`config.mk`:
```
export PLATFORM = sky130hd
export DESIGN_NAME = demux_1to8_flat
export DESIGN_NICKNAME = d
export VERILOG_FILES = /design/src/rtl/demux_pkg.sv /design/src/rtl/demux_1to8_if.sv /design/src/rtl/decoder_3to8.sv /design/src/rtl/demux_1to8.sv /design/src/flat_wrapper.sv
export SDC_FILE = /design/constraint.sdc
export NUM_CORES = 1
export LEC_CHECK = 0
export ABC_CLOCK_PERIOD_IN_PS = 2120
export CAP_MARGIN = 20
export CORE_AREA = 4 4 41 43
export CTS_BUF_LIST = sky130_fd_sc_hd__clkbuf_2
export CTS_CLUSTER_SIZE = 24
export DETAILED_ROUTE_END_ITERATION = 16
export DIE_AREA = 0 0 45 47
export HOLD_SLACK_MARGIN = 0.05
export PLACE_DENSITY = 0.73
export SYNTH_ARGS = -nofsm -noshare
export SYNTH_HDL_FRONTEND = slang
export SYNTH_SLANG_ARGS = --single-unit
export TNS_END_PERCENT = 30
```
`constraint.sdc`:
```
create_clock -name clk -period 2.12 [get_ports clk]
set_input_delay 0.53 -clock clk [delete_from_list [all_inputs] [get_ports clk]]
set_output_delay 0.53 -clock clk [all_outputs]
set_load 0.01 [all_outputs]
```
`src/rtl/demux_pkg.sv`:
```
// Shared lane-select types and sizing for the 1-to-8 demux.
// Lane count is fixed at 8, so the select width is fixed at 3 bits.
package demux_pkg;

  localparam int N_OUT = 8;
  localparam int SEL_W = 3;

  typedef logic [SEL_W-1:0] sel_t;
  typedef logic [N_OUT-1:0] onehot_t;

  // Bit 'sel' set when enabled, all zero otherwise.
  function automatic onehot_t onehot_of(input sel_t sel, input logic en);
    onehot_t oh;
    oh = '0;
    if (en) begin
      oh = onehot_t'(1) << sel;
    end
    return oh;
  endfunction

endpackage

```
`src/rtl/demux_1to8_if.sv`:
```
// Data/select bundle for the demux: the master drives e/in/sel,
// the slave (the demux) returns the registered lanes and one-hot.
interface demux_1to8_if
  import demux_pkg::*;
#(
  parameter int DATA_W = 1
);

  logic                    e;
  logic [DATA_W-1:0]       in;
  sel_t                    sel;
  logic [N_OUT*DATA_W-1:0] out;
  onehot_t                 sel_onehot;

  modport master (
    output e,
    output in,
    output sel,
    input  out,
    input  sel_onehot
  );

  modport slave (
    input  e,
    input  in,
    input  sel,
    output out,
    output sel_onehot
  );

endinterface

```
`src/rtl/decoder_3to8.sv`:
```
// Combinational 3-to-8 decoder with enable; zero latency.
// No backpressure: pure function of the current select and enable.
module decoder_3to8
  import demux_pkg::*;
(
  input  sel_t    sel,
  input  logic    en,
  output onehot_t onehot
);

  assign onehot = onehot_of(sel, en);

endmodule

```
`src/rtl/demux_1to8.sv`:
```
// Registered 1-to-8 lane demux; inputs to lanes/one-hot in exactly 1 cycle.
// No backpressure: new inputs are sampled on every rising edge.
module demux_1to8
  import demux_pkg::*;
#(
  parameter int DATA_W = 1
) (
  input  logic          clk,
  input  logic          rst_n,
  demux_1to8_if.slave   bus
);

  onehot_t                 onehot_d;
  onehot_t                 onehot_q;
  logic [N_OUT*DATA_W-1:0] out_d;
  logic [N_OUT*DATA_W-1:0] out_q;

  decoder_3to8 u_dec (
    .sel    (bus.sel),
    .en     (bus.e),
    .onehot (onehot_d)
  );

  // Every lane is recomputed each cycle, so a deselected lane drops to zero.
  always_comb begin
    out_d = '0;
    for (int k = 0; k < N_OUT; k++) begin
      out_d[k*DATA_W +: DATA_W] = bus.in & {DATA_W{onehot_d[k]}};
    end
  end

  always_ff @(posedge clk) begin
    if (!rst_n) begin
      out_q    <= '0;
      onehot_q <= '0;
    end else begin
      out_q    <= out_d;
      onehot_q <= onehot_d;
    end
  end

  assign bus.out        = out_q;
  assign bus.sel_onehot = onehot_q;

endmodule

```
`src/flat_wrapper.sv`:
```
// flat-port wrapper written by rule: the top's interface ports become plain ports
module demux_1to8_flat import demux_pkg::*;
#(
  parameter int DATA_W = 1
)
  (clk, rst_n, bus_e, bus_in, bus_sel, bus_out, bus_sel_onehot);
  demux_1to8_if #(.DATA_W(DATA_W)) bus_i ();
  input  logic clk;
  input  logic rst_n;
  input wire logic [$bits(bus_i.e)-1:0] bus_e;
  input wire logic [$bits(bus_i.in)-1:0] bus_in;
  input wire logic [$bits(bus_i.sel)-1:0] bus_sel;
  output wire logic [$bits(bus_i.out)-1:0] bus_out;
  output wire logic [$bits(bus_i.sel_onehot)-1:0] bus_sel_onehot;
  assign bus_i.e = bus_e;
  assign bus_i.in = bus_in;
  assign bus_i.sel = bus_sel;
  assign bus_out = bus_i.out;
  assign bus_sel_onehot = bus_i.sel_onehot;
  demux_1to8 #(.DATA_W(DATA_W)) u_core (.clk(clk), .rst_n(rst_n), .bus(bus_i));
endmodule
```
* After elaboration in Yosys (flattened, before gate mapping)
Cells that the tools add are included.
Word-level totals: bits of input ports 7, register bits 16
Cells by class: bitwise gates (word level) 8, shift operators 1, multiplexer cells 1
Operator list (count):
- bitwise AND 1 bit | 8
- two-way mux 8 bit | 1
- << shifter 1 x 3 -> 8 bit, first input constant | 1

* Longest topological paths before layout
Gate-level depths: netlist of the first run.
word-level depth 3, gate-level depth with buffers 2, gate-level depth less buffers 2

* Cells and area by module
Synthesis of the first run repeated with hierarchy kept, for this count alone.
Unflattened totals: cell total of the unflattened synthesis 41, area, all modules 541.8 µm²
Modules (own cells, without submodules):
- demux_1to8 | times used 1, cells an instance 33, sequential area each 320.3 µm², area each 446.7 µm²
- decoder_3to8 | times used 1, cells an instance 8, sequential area each 0.0 µm², area each 95.1 µm²

* Worst setup path after synthesis of the first run
Ideal clock, no wire load.
kind in2reg, start input port bus_sel[0], end register u_core.onehot_q[0] (netlist: u_core.bus.sel_onehot[0]), required time 2056 ps, setup time 64 ps, buffers on the path 0, slack 1060 ps, stages 2, data arrival time 996 ps, cell sequence or3b_1 -> nor2_1
On the way: cells in the longest elaborated chain, start to end 2
RTL lines:
- start: declaration | RTL line flat_wrapper.sv:12 | input wire logic [$bits(bus_i.sel)-1:0] bus_sel;
- << shifter 1 x 3 -> 8 bit | RTL line demux_pkg.sv:16 | oh = onehot_t'(1) << sel;
- two-way mux 8 bit | RTL line demux_pkg.sv:15 | if (en) begin
- end signal: assignment | RTL line demux_1to8.sv:38 | onehot_q <= onehot_d;
- end: declaration | RTL line demux_1to8.sv:14 | onehot_t onehot_q;
No other way between the ends. A chain may end at the register's enable or synchronous reset.

* Final worst setup path of the first run
start register u_core.onehot_q[6] (netlist: u_core.bus.sel_onehot[6]), end output port bus_sel_onehot[6]
RTL lines:
- end: declaration | RTL line flat_wrapper.sv:14 | output wire logic [$bits(bus_i.sel_onehot)-1:0] bus_sel_onehot;
No word-level cell between the ends.

==> out/results.tsv, run 1 <==
metric	value	unit
total length of routed wires	878	um
Leakage Power	0.2607	nW
Slew Limit Fails	0	
H-tree depth	1	
final number of setup-violating endpoints	0	
Worst path top cell family by delay	buffers and inverters	
crit-path cells	clkdlybuf4s50_1	
drt initial violations	1	
vias in the first global route	356	
Worst slew margin	0.8497	
clock buffer depth	2	
Max Cap Viol	0	
ANT cells	0	
post-synthesis compound-gate area fraction	0	
Hold-fix buffers, CTS	0	
Logic pwr share	0.082	
Worst-Margin Slew	0.2247	ns
GR Overflow Total	0	
largest family of logic cells by synthesized area	simple AND/OR/NAND/NOR gates	
crit path kind	reg2out	
Initial Util	0.3481	
XOR/XNOR Fraction of Synth Area	0	
global-route wire length before repair	1.345	mm
simple-gate share of the synthesized area	0.2928	
Seq/Total Area, Yosys	0.7072	
aggregate global-route resource usage	0.09113	
RSZ-0062 raised after global routing	no	
Cell variety after synth	10	
drt first pass iters	2	
Root Buffer	clkbuf_2	
post-synth net total	50	
CTS tree	done	
total CTS buffers	3	
internal power	367.2	uW
Hold Fails Final Rpt	0	
Worst Path Max Fanout	1	
Area Growth Syn to Fin	56.91	%
switching share of power	0.2294	
Worst Hold Class	in2reg	
period utilization	0.7989	
Avg WL per Cell	10.45	um
Crit. End Element	output port	
share of cells above drive strength 1	0.04348	
Mean Syn Cell Area	10.53	um^2
Synth Area in Adders	0	
Util after Layout	0.5462	
WP buf/inv	1	
post-route ant nets	0	
worst path required time	1.59	ns
via/cell ratio	4.452	
drt drc	0	
slowest CP cell	clkdlybuf4s50_1	
Setup TNS Final	0	ns
min cycle time layout	1.694	ns
Peak VDD IR	0.3082	mV
die extent in y	47	um
mux contribution to synthesized area	0	
Synth Register Bits	16	
CP peak stage delay	0.53	ns
Max Clk Rate	590.4	MHz
Gate Count Post-Synth	43	
PwrDens	670.5	nW/um^2
CP Launch Type	flip-flop	
hpwl dp	709.2	um
post-synthesis cell area	452.9	um^2
initial antenna violation count	0	
run status	finished clean	
CORE AREA	1301	um^2
clock power share	0.276	
Die Width	45	um
net switching power	109.3	uW
CTS sink cnt	16	
via count	374	
Die ar.	2115	um^2
post-cts resize count	0	
sequential share of power	0.642	
largest net degree at the start of global routing	10	
setup bufs post-CTS	0	
Layout Nets	77	
row cnt	13	
Reg clk slew, reported paths	0.14	ns
CP arrival	1.16	ns
gpl congestion	0.6635	
Ports	23	
Yosys Warn Count	0	
PortBufs	22	
==> cells in the mapped netlist <==
cell type / instances / area [um^2]
nand3b_1: 2 / 15.01
nor2_1: 14 / 52.55
nor3_1: 2 / 10.01
nand3_1: 1 / 5.000
nand4b_1: 1 / 8.760
nand2b_1: 3 / 18.77
dfxtp_1: 16 / 320.3
or3b_1: 1 / 8.760
nand4_1: 1 / 6.260
nand2_1: 2 / 7.510
==> placed cells by master (no fill, tap or decap) <==
| cell type | count |
|---|---|
| clkdlybuf4s50_1 | 22 |
| nand3b_1 | 2 |
| clkbuf_2 | 3 |
| nand2b_1 | 3 |
| or3b_1 | 1 |
| nand4_1 | 1 |
| nand2_1 | 2 |
| nor3_1 | 2 |
| nand4b_1 | 1 |
| dfxtp_1 | 16 |
| clkinv_1 | 1 |
| nand3_1 | 1 |
| nor2_1 | 14 |
==> metal layers <==
metal	up-vias	share of wire	track usage
met4	0	0.017	0.05263
met3	2	0.12	0.03065
met5	-	0	0
met2	19	0.45	0.1638
li1	192	-	-
met1	161	0.41	0.09176
==> registers in the layout (all words and copies together) (netlist names) <==
signal,cells
u_core.bus.out,8
u_core.bus.sel_onehot,8
==> per-stage QoR <==
step / instance area [um^2] / hold slack (ns) / setup WS (ns) / power (mW) / std cells
2_1_floorplan: 452.9 / 0.6068 / 1.060 / 0.3251 / 43
3_3_place_gp: 691.9 / 1.214 / 0.5156 / 0.3510 / 80
3_5_place_dp: 691.9 / 1.235 / 0.4809 / 0.3519 / 80
4_1_cts: 710.7 / 0.9213 / 0.4047 / 0.4800 / 84
5_1_grt: 710.7 / 0.9468 / 0.3830 / 0.4908 / 84
6_report: 710.7 / 0.9205 / 0.4262 / 0.4765 / 84
==> power by group through the flow <==
stage	combinational, mW	sequential (mW)	clock, mW
after floorplan	0.0106	0.315	0
after global placement	0.0387	0.312	0
after detailed placement	0.0395	0.312	0
after CTS	0.0395	0.306	0.134
after global routing	0.0424	0.306	0.142
final	0.0392	0.306	0.132
==> final cells by class <==
cell class / instances / area (um^2)
flip-flops and latches: 16 / 320.3
clock buffers: 3 / 15.01
clock inverters: 1 / 3.754
fillers: 125 / 590.6
well taps: 15 / 18.77
repair buffers: 22 / 220.2
multi-input cells: 27 / 132.6
==> path summary, 6_finish.rpt <==
path / from / endpoint / slack, ns / cells past startpoint
worst max-delay path: u_core.bus.sel_onehot[6] / bus_sel_onehot[6] / 0.43 / 1
worst min-delay path: bus_sel[1] / u_core.bus.sel_onehot[2] / 0.92 / 3
==> kinds of logic (layout without fill, tap and decap cells) <==
group	Yosys count	count (layout)
buffers and inverters	0	26
flip-flops	16	16
AND/OR/NAND/NOR	27	27
No activity file was read; power rests on OpenSTA's default activity.
==> run 2: changes to the inputs <==
--- a/config.mk
+++ b/config.mk
@@ -5,7 +5,7 @@
 export SDC_FILE = /design/constraint.sdc
 export NUM_CORES = 1
 export LEC_CHECK = 0
-export ABC_CLOCK_PERIOD_IN_PS = 2120
+export ABC_CLOCK_PERIOD_IN_PS = 1400
 export CAP_MARGIN = 20
 export CORE_AREA = 4 4 41 43
 export CTS_BUF_LIST = sky130_fd_sc_hd__clkbuf_2
@@ -13,7 +13,7 @@
 export DETAILED_ROUTE_END_ITERATION = 16
 export DIE_AREA = 0 0 45 47
 export HOLD_SLACK_MARGIN = 0.05
-export PLACE_DENSITY = 0.73
+export PLACE_DENSITY = 0.76
 export SYNTH_ARGS = -nofsm -noshare
 export SYNTH_HDL_FRONTEND = slang
 export SYNTH_SLANG_ARGS = --single-unit
==> constraint.sdc (replaced) <==
create_clock -name clk -period 1.4 [get_ports clk]
set_input_delay 0.35 -clock clk [delete_from_list [all_inputs] [get_ports clk]]
set_output_delay 0.35 -clock clk [all_outputs]
set_load 0.01 [all_outputs]
==> out/results.tsv, run 2 (synthesis gave the netlist of run 1 again) <==
metric	value	unit	change
crit path kind	reg2out		
Area Growth Syn to Fin	59.94	%	
Slew Limit Fails	0		unchanged
Util after Layout	0.5567		+0.01058
die extent in y	47	um	unchanged
FILL cells	129		+3.2%
run status	finished clean		
Avg WL per Cell	10.39	um	-0.63%
worst path required time	1.05	ns	-0.54 ns
Leakage Power	0.3583	nW	+37%
drt drc	0		unchanged
CTS sink cnt	16		unchanged
largest net degree at the start of global routing	9		-1
HP Start	bus_e		
global-route wire length before repair	1.559	mm	+16%
crit-path cells	dlygate4sd2_1		
Setup TNS Final	0	ns	unchanged
total length of routed wires	914	um	+4.1%
CP arrival	0.86	ns	-0.30 ns
Post-Layout Inst Area	724.4	um^2	+1.9%
min cycle time layout	1.214	ns	
Peak VDD IR	0.6323	mV	+110%
Die ar.	2115	um^2	unchanged
ANT cells	0		unchanged
most frequent cells in the layout	dlygate4sd2_1 (16), dfxtp_1 (16), nor2_1 (14)		
setup bufs post-CTS	0		unchanged
Post-Route M1 WL	370	um	+3.4%
Max Clk Rate	823.6	MHz	
Max Cap Viol	0		unchanged
row cnt	13		unchanged
total power	710.1	uW	+49%
Worst Hold Class	in2reg		
total CTS buffers	3		unchanged
Hold Fails Final Rpt	0		unchanged
aggregate global-route resource usage	0.1074		+0.01627
slowest CP cell	dfxtp_1		
Final Non-Filler Cells	88		+4.8%
met3 wire length	64	um	-40%
Reg clk slew, reported paths	0.13	ns	about the same
hpwl dp	748.4	um	+5.5%
gpl congestion	0.7682		+16%
RSZ-0062 raised after global routing	no		
CORE AREA	1301	um^2	unchanged
GR Overflow Total	0		unchanged
Initial Util	0.3481		unchanged
Worst Hold End	u_core.bus.sel_onehot[0]		
Layout Nets	82		+6.5%
Worst path top cell family by delay	flip-flops		
Crit. End Element	output port		
Worst-Margin Slew	0.2051	ns	-0.01968 ns
placed insts	85		+6.3%
multi-input logic area	132.6	um^2	unchanged
WHS Path Cells	3		unchanged
post-route ant nets	0		unchanged
Worst slew margin	0.8626		+0.01286
WL met2	460	um	+16%
initial antenna violation count	0		unchanged
Worst Path Max Fanout	1		unchanged
uppermost routed layer	met4		
PwrDens	980.1	nW/um^2	+46%
H-tree depth	1		unchanged
Register Area	320.3	um^2	unchanged
CP peak stage delay	0.34	ns	-0.19 ns
worst slack, placed	-0.05835	ns	-0.5393 ns
period utilization	0.8672		
drt first pass iters	2		unchanged
PnR worst setup slack	0.1859	ns	-0.2404 ns
Stages on worst setup path	1		unchanged
Ports	23		unchanged
CTS tree	done		
PortBufs	22		unchanged
dpl cell area	729.5	um^2	+5.4%
via/cell ratio	4.511		+1.3%
final number of setup-violating endpoints	0		unchanged
clock buffer depth	2		unchanged
Die Width	45	um	unchanged
WP buf/inv	1		unchanged
CP Launch Type	flip-flop		
vias in the first global route	375		+5.3%
Root Buffer	clkbuf_2		
drt initial violations	4		+3
share of cells above drive strength 1	0.1096		+0.06611
via count	397		+6.1%
final hold slack	0.7510	ns	-0.1695 ns
## run 2: cell count changes in the layout (fill, tap and decap cells not counted)
| cell | delta |
|---|---|
| dlygate4sd2_1 | +16 |
| buf_4 | +5 |
| clkinv_1 | -1 |
| clkdlybuf4s50_1 | -16 |
## run 2: layer usage
metal | up-vias | track usage
met5 | - | 0
li1 | 202 | -
met4 | 0 | 0.07018
met1 | 176 | 0.1114
met2 | 17 | 0.1751
met3 | 2 | 0.04981
## run 2: area by class of cell
type | instances | area share
Sequential cell | 16 | 0.4421
Timing Repair Buffer | 27 | 0.3282
Multi-Input combinational cell | 27 | 0.1831
Tap cell | 15 | 0.02591
Clock buffer | 3 | 0.02073
## run 2: worst max-delay path by stage
stage	to	start	slack [ns]
after detailed placement	u_core.bus.sel_onehot[2]	rst_n	-0.06
final	bus_out[3]	u_core.bus.out[3]	0.19
after CTS	bus_out[3]	u_core.bus.out[3]	0.15
after floorplan	u_core.bus.sel_onehot[0]	bus_sel[0]	0.52
after global routing	bus_out[3]	u_core.bus.out[3]	0.11
after global placement	u_core.bus.out[0]	bus_sel[1]	-0.006
## run 2: timing repair
item                                    CTS  global route
gates resized for setup                  16             0
endpoints found under the setup margin   16             0
hold buffers                              0             0
hold endpoints to repair                  0             0
## run 2: power by group
group	internal (mW)	total (mW)	switching, mW
logic	0.0369	0.0659	0.0290
clock network	0.0585	0.182	0.123
registers	0.461	0.462	0.00110
